<file path="src/rtl/nibble_add_sched.sv">
// -----------------------------------------------------------------------------
// nibble_add_sched
//
// Two-requester adder that reuses one 4-bit ripple-adder stage over NIBBLES
// clock cycles. A round-robin arbiter accepts one add at a time. The winner's
// operands are latched, and the add is carried out one nibble per cycle. The
// result is then published on SUM/COUT/OWNER with a one-cycle DONE pulse.
//
// Timing: GNTx is high in cycle c, BUSY is high in cycles c..c+NIBBLES-1, and
// DONE is high in cycle c+NIBBLES. A new request can be accepted on the DONE
// cycle's edge, giving one add every NIBBLES+1 cycles.
//
// Parameters
//   NIBBLES   number of 4-bit passes (2..8); operand width W = 4*NIBBLES
//
// Optional feature
//   NIBBLE_ADD_SCHED_OVF_EN  when defined, adds the OVF output. OVF is the
//                            signed overflow of the last completed add.
//
// Ports
//   CLK          rising-edge clock
//   RST_N        asynchronous active-low reset
//   REQ0/REQ1    level add requests
//   OPA0/OPA1    addend A per requester (W bits)
//   OPB0/OPB1    addend B per requester (W bits)
//   CIN0/CIN1    carry-in per requester
//   GNT0/GNT1    one-cycle accept pulses
//   BUSY         high while a nibble pass is in progress
//   SUM          result of the last completed add (W bits)
//   COUT         carry-out of bit W-1 of the last completed add
//   OWNER        requester index of the last completed add
//   DONE         one-cycle pulse when SUM/COUT/OWNER update
//   OVF          (optional) signed overflow, held with SUM
// -----------------------------------------------------------------------------
module nibble_add_sched #(
    parameter int NIBBLES = 4
) (
    input  logic                   CLK,
    input  logic                   RST_N,
    input  logic                   REQ0,
    input  logic [4*NIBBLES-1:0]   OPA0,
    input  logic [4*NIBBLES-1:0]   OPB0,
    input  logic                   CIN0,
    input  logic                   REQ1,
    input  logic [4*NIBBLES-1:0]   OPA1,
    input  logic [4*NIBBLES-1:0]   OPB1,
    input  logic                   CIN1,
    output logic                   GNT0,
    output logic                   GNT1,
    output logic                   BUSY,
    output logic [4*NIBBLES-1:0]   SUM,
    output logic                   COUT,
    output logic                   OWNER,
    output logic                   DONE
`ifdef NIBBLE_ADD_SCHED_OVF_EN
    ,
    output logic                   OVF
`endif
);

    localparam int W = 4 * NIBBLES;

    typedef enum logic [1:0] {
        ST_IDLE = 2'd0,
        ST_ADD  = 2'd1,
        ST_FIN  = 2'd2
    } state_t;

    state_t         state_q, state_d;
    logic [2:0]     nidx_q, nidx_d;
    logic           cr_q, cr_d;
    logic [W-1:0]   opa_q, opa_d;
    logic [W-1:0]   opb_q, opb_d;
    logic [W-1:0]   wrk_q, wrk_d;
    logic           cur_q, cur_d;       // requester being served
    logic           rr_last_q, rr_last_d;   // requester granted most recently
    logic           gnt0_q, gnt0_d;
    logic           gnt1_q, gnt1_d;
    logic           done_q, done_d;
    logic [W-1:0]   sum_q, sum_d;
    logic           cout_q, cout_d;
    logic           owner_q, owner_d;

    logic           accept_s;
    logic           win_s;
    logic           last_nib_s;
    logic [3:0]     a_nib_s;
    logic [3:0]     b_nib_s;
    logic [4:0]     stage_s;
    logic [W-1:0]   wrk_upd_s;

    assign accept_s   = (state_q != ST_ADD) && (REQ0 || REQ1);
    assign last_nib_s = (nidx_q == 3'(NIBBLES - 1));

    // Round-robin pick: a lone requester wins; on contention, the one not granted last wins.
    always_comb begin
        if (REQ0 && REQ1) begin
            win_s = ~rr_last_q;
        end else if (REQ1) begin
            win_s = 1'b1;
        end else begin
            win_s = 1'b0;
        end
    end

    // Select the current nibble of the latched operands.
    always_comb begin
        a_nib_s = 4'h0;
        b_nib_s = 4'h0;
        for (int i = 0; i < NIBBLES; i++) begin
            a_nib_s = (nidx_q == 3'(i)) ? opa_q[4*i +: 4] : a_nib_s;
            b_nib_s = (nidx_q == 3'(i)) ? opb_q[4*i +: 4] : b_nib_s;
        end
    end

    // Single 4-bit ripple stage; bit 4 is the stage carry-out.
    assign stage_s = {1'b0, a_nib_s} + {1'b0, b_nib_s} + {4'b0000, cr_q};

    // Working register with the current nibble replaced by the stage sum.
    always_comb begin
        wrk_upd_s = wrk_q;
        for (int i = 0; i < NIBBLES; i++) begin
            wrk_upd_s[4*i +: 4] = (nidx_q == 3'(i)) ? stage_s[3:0] : wrk_q[4*i +: 4];
        end
    end

    // Next-state and registered-output logic.
    always_comb begin
        state_d   = state_q;
        nidx_d    = nidx_q;
        cr_d      = cr_q;
        opa_d     = opa_q;
        opb_d     = opb_q;
        wrk_d     = wrk_q;
        cur_d     = cur_q;
        rr_last_d = rr_last_q;
        gnt0_d    = 1'b0;
        gnt1_d    = 1'b0;
        done_d    = 1'b0;
        sum_d     = sum_q;
        cout_d    = cout_q;
        owner_d   = owner_q;
        case (state_q)
            ST_IDLE, ST_FIN: begin
                if (accept_s) begin
                    opa_d     = win_s ? OPA1 : OPA0;
                    opb_d     = win_s ? OPB1 : OPB0;
                    cr_d      = win_s ? CIN1 : CIN0;
                    nidx_d    = 3'd0;
                    wrk_d     = {W{1'b0}};
                    cur_d     = win_s;
                    rr_last_d = win_s;
                    gnt0_d    = ~win_s;
                    gnt1_d    = win_s;
                    state_d   = ST_ADD;
                end else begin
                    state_d   = ST_IDLE;
                end
            end
            ST_ADD: begin
                nidx_d = nidx_q + 3'd1;
                cr_d   = stage_s[4];
                wrk_d  = wrk_upd_s;
                if (last_nib_s) begin
                    sum_d   = wrk_upd_s;
                    cout_d  = stage_s[4];
                    owner_d = cur_q;
                    done_d  = 1'b1;
                    state_d = ST_FIN;
                end else begin
                    state_d = ST_ADD;
                end
            end
            default: begin
                state_d = ST_IDLE;
            end
        endcase
    end

    // State, datapath and output registers.
    always_ff @(posedge CLK or negedge RST_N) begin
        if (!RST_N) begin
            state_q   <= ST_IDLE;
            nidx_q    <= 3'd0;
            cr_q      <= 1'b0;
            opa_q     <= {W{1'b0}};
            opb_q     <= {W{1'b0}};
            wrk_q     <= {W{1'b0}};
            cur_q     <= 1'b0;
            rr_last_q <= 1'b1;      // "1 was last" so requester 0 is favoured
            gnt0_q    <= 1'b0;
            gnt1_q    <= 1'b0;
            done_q    <= 1'b0;
            sum_q     <= {W{1'b0}};
            cout_q    <= 1'b0;
            owner_q   <= 1'b0;
        end else begin
            state_q   <= state_d;
            nidx_q    <= nidx_d;
            cr_q      <= cr_d;
            opa_q     <= opa_d;
            opb_q     <= opb_d;
            wrk_q     <= wrk_d;
            cur_q     <= cur_d;
            rr_last_q <= rr_last_d;
            gnt0_q    <= gnt0_d;
            gnt1_q    <= gnt1_d;
            done_q    <= done_d;
            sum_q     <= sum_d;
            cout_q    <= cout_d;
            owner_q   <= owner_d;
        end
    end

`ifdef NIBBLE_ADD_SCHED_OVF_EN
    logic ovf_q, ovf_d;
    logic ovf_upd_s;

    // Carry into bit W-1 recovered from the top stage bits, XORed with the carry out.
    assign ovf_upd_s = (a_nib_s[3] ^ b_nib_s[3] ^ stage_s[3]) ^ stage_s[4];

    // Overflow updates only on the completing edge.
    always_comb begin
        if ((state_q == ST_ADD) && last_nib_s) begin
            ovf_d = ovf_upd_s;
        end else begin
            ovf_d = ovf_q;
        end
    end

    // Overflow register.
    always_ff @(posedge CLK or negedge RST_N) begin
        if (!RST_N) begin
            ovf_q <= 1'b0;
        end else begin
            ovf_q <= ovf_d;
        end
    end

    assign OVF = ovf_q;
`endif

    assign GNT0  = gnt0_q;
    assign GNT1  = gnt1_q;
    assign BUSY  = (state_q == ST_ADD);
    assign SUM   = sum_q;
    assign COUT  = cout_q;
    assign OWNER = owner_q;
    assign DONE  = done_q;

endmodule

</file>
<file path="config.mk">
export PLATFORM = sky130hd
export DESIGN_NAME = nibble_add_sched
export DESIGN_NICKNAME = d
export VERILOG_FILES = /design/src/rtl/nibble_add_sched.sv
export SDC_FILE = /design/constraint.sdc
export NUM_CORES = 1
export LEC_CHECK = 0
export BUFFER_PORTS_ARGS = -buffer_cell sky130_fd_sc_hd__buf_4
export CORE_ASPECT_RATIO = 1.1
export CORE_UTILIZATION = 30
export CTS_CLUSTER_SIZE = 40
export DETAILED_ROUTE_END_ITERATION = 10
export PLACE_DENSITY_LB_ADDON = 0.12
export SYNTH_ARGS = -nofsm -noshare
export SYNTH_HDL_FRONTEND = slang
export SYNTH_SLANG_ARGS = --single-unit
</file>
<file path="constraint.sdc">
create_clock -name CLK -period 7.59 [get_ports CLK]
set_clock_uncertainty 0.2 [all_clocks]
set_input_delay 0.3795 -clock CLK [delete_from_list [all_inputs] [get_ports CLK]]
set_output_delay 0.3795 -clock CLK [all_outputs]
set_load 0.01 [all_outputs]
</file>
; ---- Yosys cells after proc, flatten, opt, wreduce, memory -nomap -nowiden
; Cells that the tools add are included.
[totals]
reg_bits = 77
output_inout_bits = 22
wordCells = 68
[classes]
n_addsub = 3
n_eq_ne = 7
n_mux = 32
bitwise = 2
reduce_logical = 10
[op_table]
columns = op, count
row1 = 16-bit two-way mux, 3
row2 = 4-bit two-way mux, 12
row3 = 16-bit one-hot mux with 2 select lines, 1
row4 = 1-bit two-way mux, 11
row5 = "3-bit by 2-bit equality test with 1-bit output, second input constant", 2
row6 = 3-bit one-hot mux with 2 select lines, 1
row7 = 2-bit AND reduction, 3
row8 = 4-bit by 4-bit adder with 5-bit output, 1
row9 = 5-bit by 1-bit adder with 5-bit output, 1
row10 = 2-bit one-hot mux with 2 select lines, 1
row11 = "3-bit by 1-bit adder with 3-bit output, second input constant", 1
row12 = "3-bit by 1-bit equality test with 1-bit output, second input constant", 1
row13 = 3-bit zero test, 1
row14 = 3-bit two-way mux, 1
row15 = "2-bit by 1-bit equality test with 1-bit output, second input constant", 1
row16 = "2-bit equality test, second input constant", 1
row17 = 1-bit logical AND, 2
row18 = 2-bit zero test, 1
row19 = 2-bit two-way mux, 1
row20 = "2-bit by 1-bit inequality test with 1-bit output, second input constant", 1
row21 = "2-bit inequality test, second input constant", 1
row22 = 1-bit NOT, 2
row23 = 1-bit one-hot mux with 2 select lines, 1
row24 = 2-bit nonzero test, 1
row25 = 2 further kinds, 2

; ---- Longest topological paths before layout
[depth]
depth_word = 9
depth_mapped = 14

; ---- Worst setup path after synthesis
; No wires, ideal clock.
[synth_timing]
path_kind = register -> register
start = register nidx_q[2]
end = register sum_q[10], in the netlist SUM[10]
setup_time_ns = 0.127
arrival_time_ns = 2.654
setup_slack_ns = 4.609
stages_incl_launch_ff = 14
period_less_slack_ns = 2.981
path_cell_list = dfrtp_1 clkbuf_2 inv_1 ha_1 clkbuf_1 nor2_1 a32oi_1 fa_1 inv_1 fa_1 xnor2_1 nor2_1 a21oi_1 o21ai_0
[synth_between]
elab_chain_len = 8
[synth_rtl]
columns = item, line_no
row1 = start: declaration, 70  ; logic [2:0] nidx_q, nidx_d;
row2 = start signal: assignment, 199  ; nidx_q <= nidx_d;
row3 = 3-bit zero test, "111, 112"
row4 = "4-bit two-way mux, on equally long branches (4 in a row)", "111, 112"
row5 = 4-bit by 4-bit adder with 5-bit output, 117  ; assign stage_s = {1'b0, a_nib_s} + {1'b0, b_nib_s} + {4'b0000, cr_q};
row6 = 5-bit by 1-bit adder with 5-bit output, 117
row7 = 4-bit two-way mux, 123  ; wrk_upd_s[4*i +: 4] = (nidx_q == 3'(i)) ? stage_s[3:0] : wrk_q[4*i +: 4];
row8 = end signal: assignment, 194  ; sum_q <= {W{1'b0}};
row9 = end signal: assignment, 209  ; sum_q <= sum_d;
row10 = end: declaration, 80  ; logic [W-1:0] sum_q, sum_d;
; Several ways; a longest one is shown, not always the timed one.
; A chain may end at the register's enable or synchronous reset.

; ---- Final worst setup path
[layout_timing]
start = register nidx_q[0]
end = register sum_q[6], in the netlist SUM[6]
; Same word-level chain as after synthesis.

==> impl_results.html <==
<table>
<tr><th>Metric</th><th>Value</th></tr>
<tr><th colspan="2">CTS</th></tr>
<tr><td>Clock edge transition at the registers on the reported setup and hold paths</td><td>approximately 0.06 ns</td></tr>
<tr><td>Maximum clock path buffer count</td><td>2</td></tr>
<tr><td>Resize count post-CTS</td><td>0</td></tr>
<tr><td>CTS Buf Count</td><td>9</td></tr>
<tr><td>CTS Root Buffer Type</td><td>sky130_fd_sc_hd__clkbuf_16</td></tr>
<tr><td>Clock network latency to the later pin of the worst-skew pair</td><td>roughly 0.33 ns</td></tr>
<tr><td>Total clock sinks</td><td>72</td></tr>
<tr><td>Setup fix buffers added after clock tree synthesis</td><td>0</td></tr>
<tr><td>Hold buffer count at cts</td><td>0</td></tr>
<tr><td>Deepest level of the CTS H-tree</td><td>3</td></tr>
<tr><td>TritonCTS clock tree</td><td>done</td></tr>
<tr><th colspan="2">Synth</th></tr>
<tr><td>Synthesized Nets</td><td>roughly 460</td></tr>
<tr><td>Share of flip-flops with an asynchronous set or reset after synthesis</td><td>100%</td></tr>
<tr><td>Cell types with the highest counts after synthesis</td><td>sky130_fd_sc_hd__nand2_1, sky130_fd_sc_hd__dfrtp_1, sky130_fd_sc_hd__a22oi_1, sky130_fd_sc_hd__o21ai_0, sky130_fd_sc_hd__a21oi_1</td></tr>
<tr><td>Cell count after synthesis</td><td>about 380</td></tr>
<tr><td>Synth cell types</td><td>40</td></tr>
<tr><td>Post-Synthesis Mean Instance Area</td><td>9.29 sq um</td></tr>
<tr><td>Number of enable flip-flop cells after synthesis</td><td>0</td></tr>
<tr><td>Most used flip-flop cell after synthesis</td><td>sky130_fd_sc_hd__dfrtp_1</td></tr>
<tr><td>Cell type contributing the most total cell area after synthesis</td><td>sky130_fd_sc_hd__dfrtp_1</td></tr>
<tr><td>Flop and latch count out of synthesis</td><td>72</td></tr>
<tr><td>Most common cell in the netlist</td><td>sky130_fd_sc_hd__nand2_1</td></tr>
<tr><td>Share of the synthesized area in the top cell type</td><td>around half</td></tr>
<tr><td>Yosys warning total</td><td>0</td></tr>
<tr><td>Cells taking the most area after synthesis</td><td>sky130_fd_sc_hd__dfrtp_1, sky130_fd_sc_hd__nand2_1, sky130_fd_sc_hd__a22oi_1</td></tr>
<tr><td>Sequential area share after synthesis</td><td>about half</td></tr>
<tr><td>Cell area after technology mapping</td><td>3490 sq um</td></tr>
<tr><th colspan="2">Run status</th></tr>
<tr><td>Outcome</td><td>finished with violations</td></tr>
<tr><td>Violations in the final reports</td><td>negative hold slack</td></tr>
<tr><th colspan="2">Pwr</th></tr>
<tr><td>Total power per unit cell area</td><td>453 nW/um^2</td></tr>
<tr><td>Leakage</td><td>around 2.2 nW</td></tr>
<tr><td>Sequential group share of total power</td><td>31.7%</td></tr>
<tr><td>Internal Power</td><td>1.26 mW</td></tr>
<tr><td>Combinational Power Share</td><td>44.6%</td></tr>
<tr><td>Maximum ir drop on the vdd rail</td><td>179 uV</td></tr>
<tr><td>Portion of total power attributed to the clock network</td><td>23.7%</td></tr>
<tr><td>Net switching power of the design</td><td>around 830 uW</td></tr>
<tr><td>Sw Ratio</td><td>39.9%</td></tr>
<tr><th colspan="2">Hold path</th></tr>
<tr><td>Worst Hold Class</td><td>primary input to async pin</td></tr>
<tr><th colspan="2">Timing</th></tr>
<tr><td>Maximum clock frequency</td><td>299 MHz</td></tr>
<tr><td>Final critical path time including I/O delays and setup</td><td>3.35 ns</td></tr>
<tr><td>Max-slew violation total from the final report</td><td>0</td></tr>
<tr><td>Worst setup margin</td><td>4.24 ns</td></tr>
<tr><td>Setup repair after global routing missed its margin</td><td>no</td></tr>
<tr><td>Hold Violations, Final</td><td>46</td></tr>
<tr><td>Worst slew margin relative to its limit</td><td>18.8%</td></tr>
<tr><td>Final-layout setup total negative slack</td><td>0 ns</td></tr>
<tr><td>Slew at the pin with the worst max-slew slack</td><td>around 1.2 ns</td></tr>
<tr><td>Hold Slack</td><td>-0.0277 ns</td></tr>
<tr><td>Fraction of the cycle the final worst path needs</td><td>44.1%</td></tr>
<tr><td>Number of setup violations in the final report</td><td>0</td></tr>
<tr><th colspan="2">Die</th></tr>
<tr><td>Number of top-level pins</td><td>92</td></tr>
<tr><td>Die area</td><td>roughly 12000 sq um</td></tr>
<tr><td>Die W</td><td>105 um</td></tr>
<tr><td>Die Ht</td><td>around 120 um</td></tr>
<tr><td>Initial Util</td><td>between 30% and 40%</td></tr>
<tr><td>Std cell rows</td><td>40</td></tr>
<tr><td>Area of the core region</td><td>11100 sq um</td></tr>
<tr><th colspan="2">Placement</th></tr>
<tr><td>Worst setup timing slack at the placement stage</td><td>approximately 4.2 ns</td></tr>
<tr><td>Count of port buffers added during placement</td><td>91</td></tr>
<tr><td>Placer Congestion</td><td>0.808</td></tr>
<tr><td># placed instances</td><td>594</td></tr>
<tr><td>Detail Placement HPWL</td><td>6370 um</td></tr>
<tr><th colspan="2">Final layout</th></tr>
<tr><td>Final instance count without filler cells</td><td>610</td></tr>
<tr><td>Final core occ</td><td>41.5%</td></tr>
<tr><td>Ratio of cells with drive above 1 in the final layout</td><td>a little over a quarter</td></tr>
<tr><td>Antenna diode instance count</td><td>0</td></tr>
<tr><td>Final net count</td><td>538</td></tr>
<tr><td>Synth-to-Final Area Change</td><td>31.9%</td></tr>
<tr><th colspan="2">GRT</th></tr>
<tr><td>Via count of the first global-routing pass</td><td>2979</td></tr>
<tr><td>First-pass GRT wire length</td><td>15200 um</td></tr>
<tr><td>Largest net degree at the start of global routing</td><td>73</td></tr>
<tr><td>Antenna violations before repair</td><td>0</td></tr>
<tr><td>Total track usage</td><td>16.1%</td></tr>
<tr><td>Congestion Overflow GR</td><td>0</td></tr>
<tr><th colspan="2">Route</th></tr>
<tr><td>Drt first-iter violations</td><td>120</td></tr>
<tr><td>TritonRoute pass-1 iters</td><td>4</td></tr>
<tr><td>Average routed wire per standard cell</td><td>~14 um</td></tr>
<tr><td>Routed vias</td><td>2901</td></tr>
<tr><td>Final WL</td><td>~8700 um</td></tr>
<tr><td>Antenna viol nets, final</td><td>0</td></tr>
<tr><td>Number of design rule violations left after detail routing</td><td>0</td></tr>
<tr><td>Number of vias per cell</td><td>4.76</td></tr>
<tr><th colspan="2">Critical path</th></tr>
<tr><td>Critical Path Max Stage Delay</td><td>0.49 ns</td></tr>
<tr><td>Critical register-to-register path startpoint</td><td>nidx_q[0]</td></tr>
<tr><td>Worst endpoint data arrival time</td><td>3.34 ns</td></tr>
<tr><td>R2r worst-path depth</td><td>12</td></tr>
<tr><td>Crit path max-delay cell type</td><td>sky130_fd_sc_hd__xnor2_1</td></tr>
<tr><td>Critical setup path kind</td><td>flop to flop</td></tr>
<tr><td>Worst setup SP type</td><td>flop</td></tr>
<tr><td>Reg2Reg Setup Slack</td><td>4.24 ns</td></tr>
<tr><td>Critical register-to-register path endpoint</td><td>SUM[6]</td></tr>
<tr><td>Crit path required time</td><td>7.59 ns</td></tr>
<tr><td>Critical path peak fanout</td><td>19</td></tr>
<tr><td>Crit path cell chain</td><td>inv_1 &gt; ha_1 &gt; a21oi_1 &gt; o21ai_0 &gt; a32oi_1 &gt; fa_1 &gt; inv_1 &gt; fa_1 &gt; xnor2_1 &gt; nor2_1 &gt; a21oi_1 &gt; o21ai_0</td></tr>
<tr><td>Element type at the critical path end</td><td>flop</td></tr>
<tr><th colspan="2">Job</th></tr>
<tr><td>Number of violations of the max-capacitance limit</td><td>0</td></tr>
</table>
## sequential cells by signal (all words and copies together), names as in the netlist
name and count:
opb_q 16, GNT1 1, cr_q 1, state_q 1
opa_q 16, GNT0 1, wrk_q 12, rr_last_q 1
DONE 1, nidx_q 3, SUM 16, OWNER 1
COUT 1, cur_q 1
## metal layers
layer,vias to the layer above,GRT usage [%],part of all wire [%]
met2,78,27.0,48
met3,10,3.80,4.7
met4,0,4.88,1.1
met5,-,0,0
li1,1465,-,-
met1,1348,20.7,46
## final cells by class
class / count / area (sq um)
timing repair buffer: 93 / 698
multi-input combinational: 274 / 1540
sequential: 72 / 1800
fill: 1153 / 6500
tap: 147 / 184
clock inverter: 6 / 115
clock buffer: 10 / 239
inverter: 8 / 31.3
## kinds of logic (layout without fill, tap and decap cells)
group | Yosys count | count (layout) | share of synthesized area (%)
simple gates | 154 | 154 | 19.3
compound gates | 109 | 109 | 20.2
flops | 72 | 72 | 51.6
buf+inv | 30 | 117 | 4.62
fa+ha+maj | 10 | 10 | 4.01
xor+xnor | 1 | 1 | 0.251
## worst max path at each step
| stage | startpoint | end | depth (start not counted) |
|---|---|---|---|
| floorplan | nidx_q[2] | SUM[10] | 13 |
| global placement | nidx_q[0] | SUM[10] | 11 |
| detailed placement | nidx_q[0] | SUM[6] | 11 |
| CTS | nidx_q[1] | SUM[6] | 11 |
| global route | nidx_q[0] | SUM[6] | 12 |
| finish | nidx_q[0] | SUM[6] | 12 |
## stage by stage
stage               area [sq um]  hold WS, ns  total power, mW
floorplan                   3490       -0.116             1.29
global placement            4260        0.246             1.60
detailed placement          4260        0.250             1.62
CTS                         4610       0.0193             2.12
global route                4610       0.0550             2.28
finish                      4610      -0.0277             2.09
## worst max-delay path, delay by kind of cell, from the launching register on
kind                       cells  cell delay [ns]
xor gates and xnor gates       1             0.49
adders and majority gates      3             1.06
DFF                            1             0.42
buffers and inverters          2             0.14
AOI/OAI and AO/OA              5             0.79
and+or+nand+nor                1             0.10
## placed cells by master, fill, tap and decap left out, drive strengths merged, types with 8 or more instances in the layout
cell    netlist  routed
a21oi        22      22
a22oi        32      32
buf          16      93
clkbuf        6      10
dfrtp        71      71
ha            8       8
inv           7       8
nand2       110     110
nand2b       12      12
nor2         16      16
o21ai        32      32
## power groups by stage
stage / combinational [mW] / clock, mW / sequential (mW)
after floorplan: 0.640 / 0 / 0.649
after global placement: 0.925 / 0 / 0.670
after detailed placement: 0.947 / 0 / 0.670
after CTS: 0.952 / 0.507 / 0.665
after global routing: 1.07 / 0.524 / 0.686
final: 0.933 / 0.495 / 0.662
No activity file was read; power rests on OpenSTA's default activity.
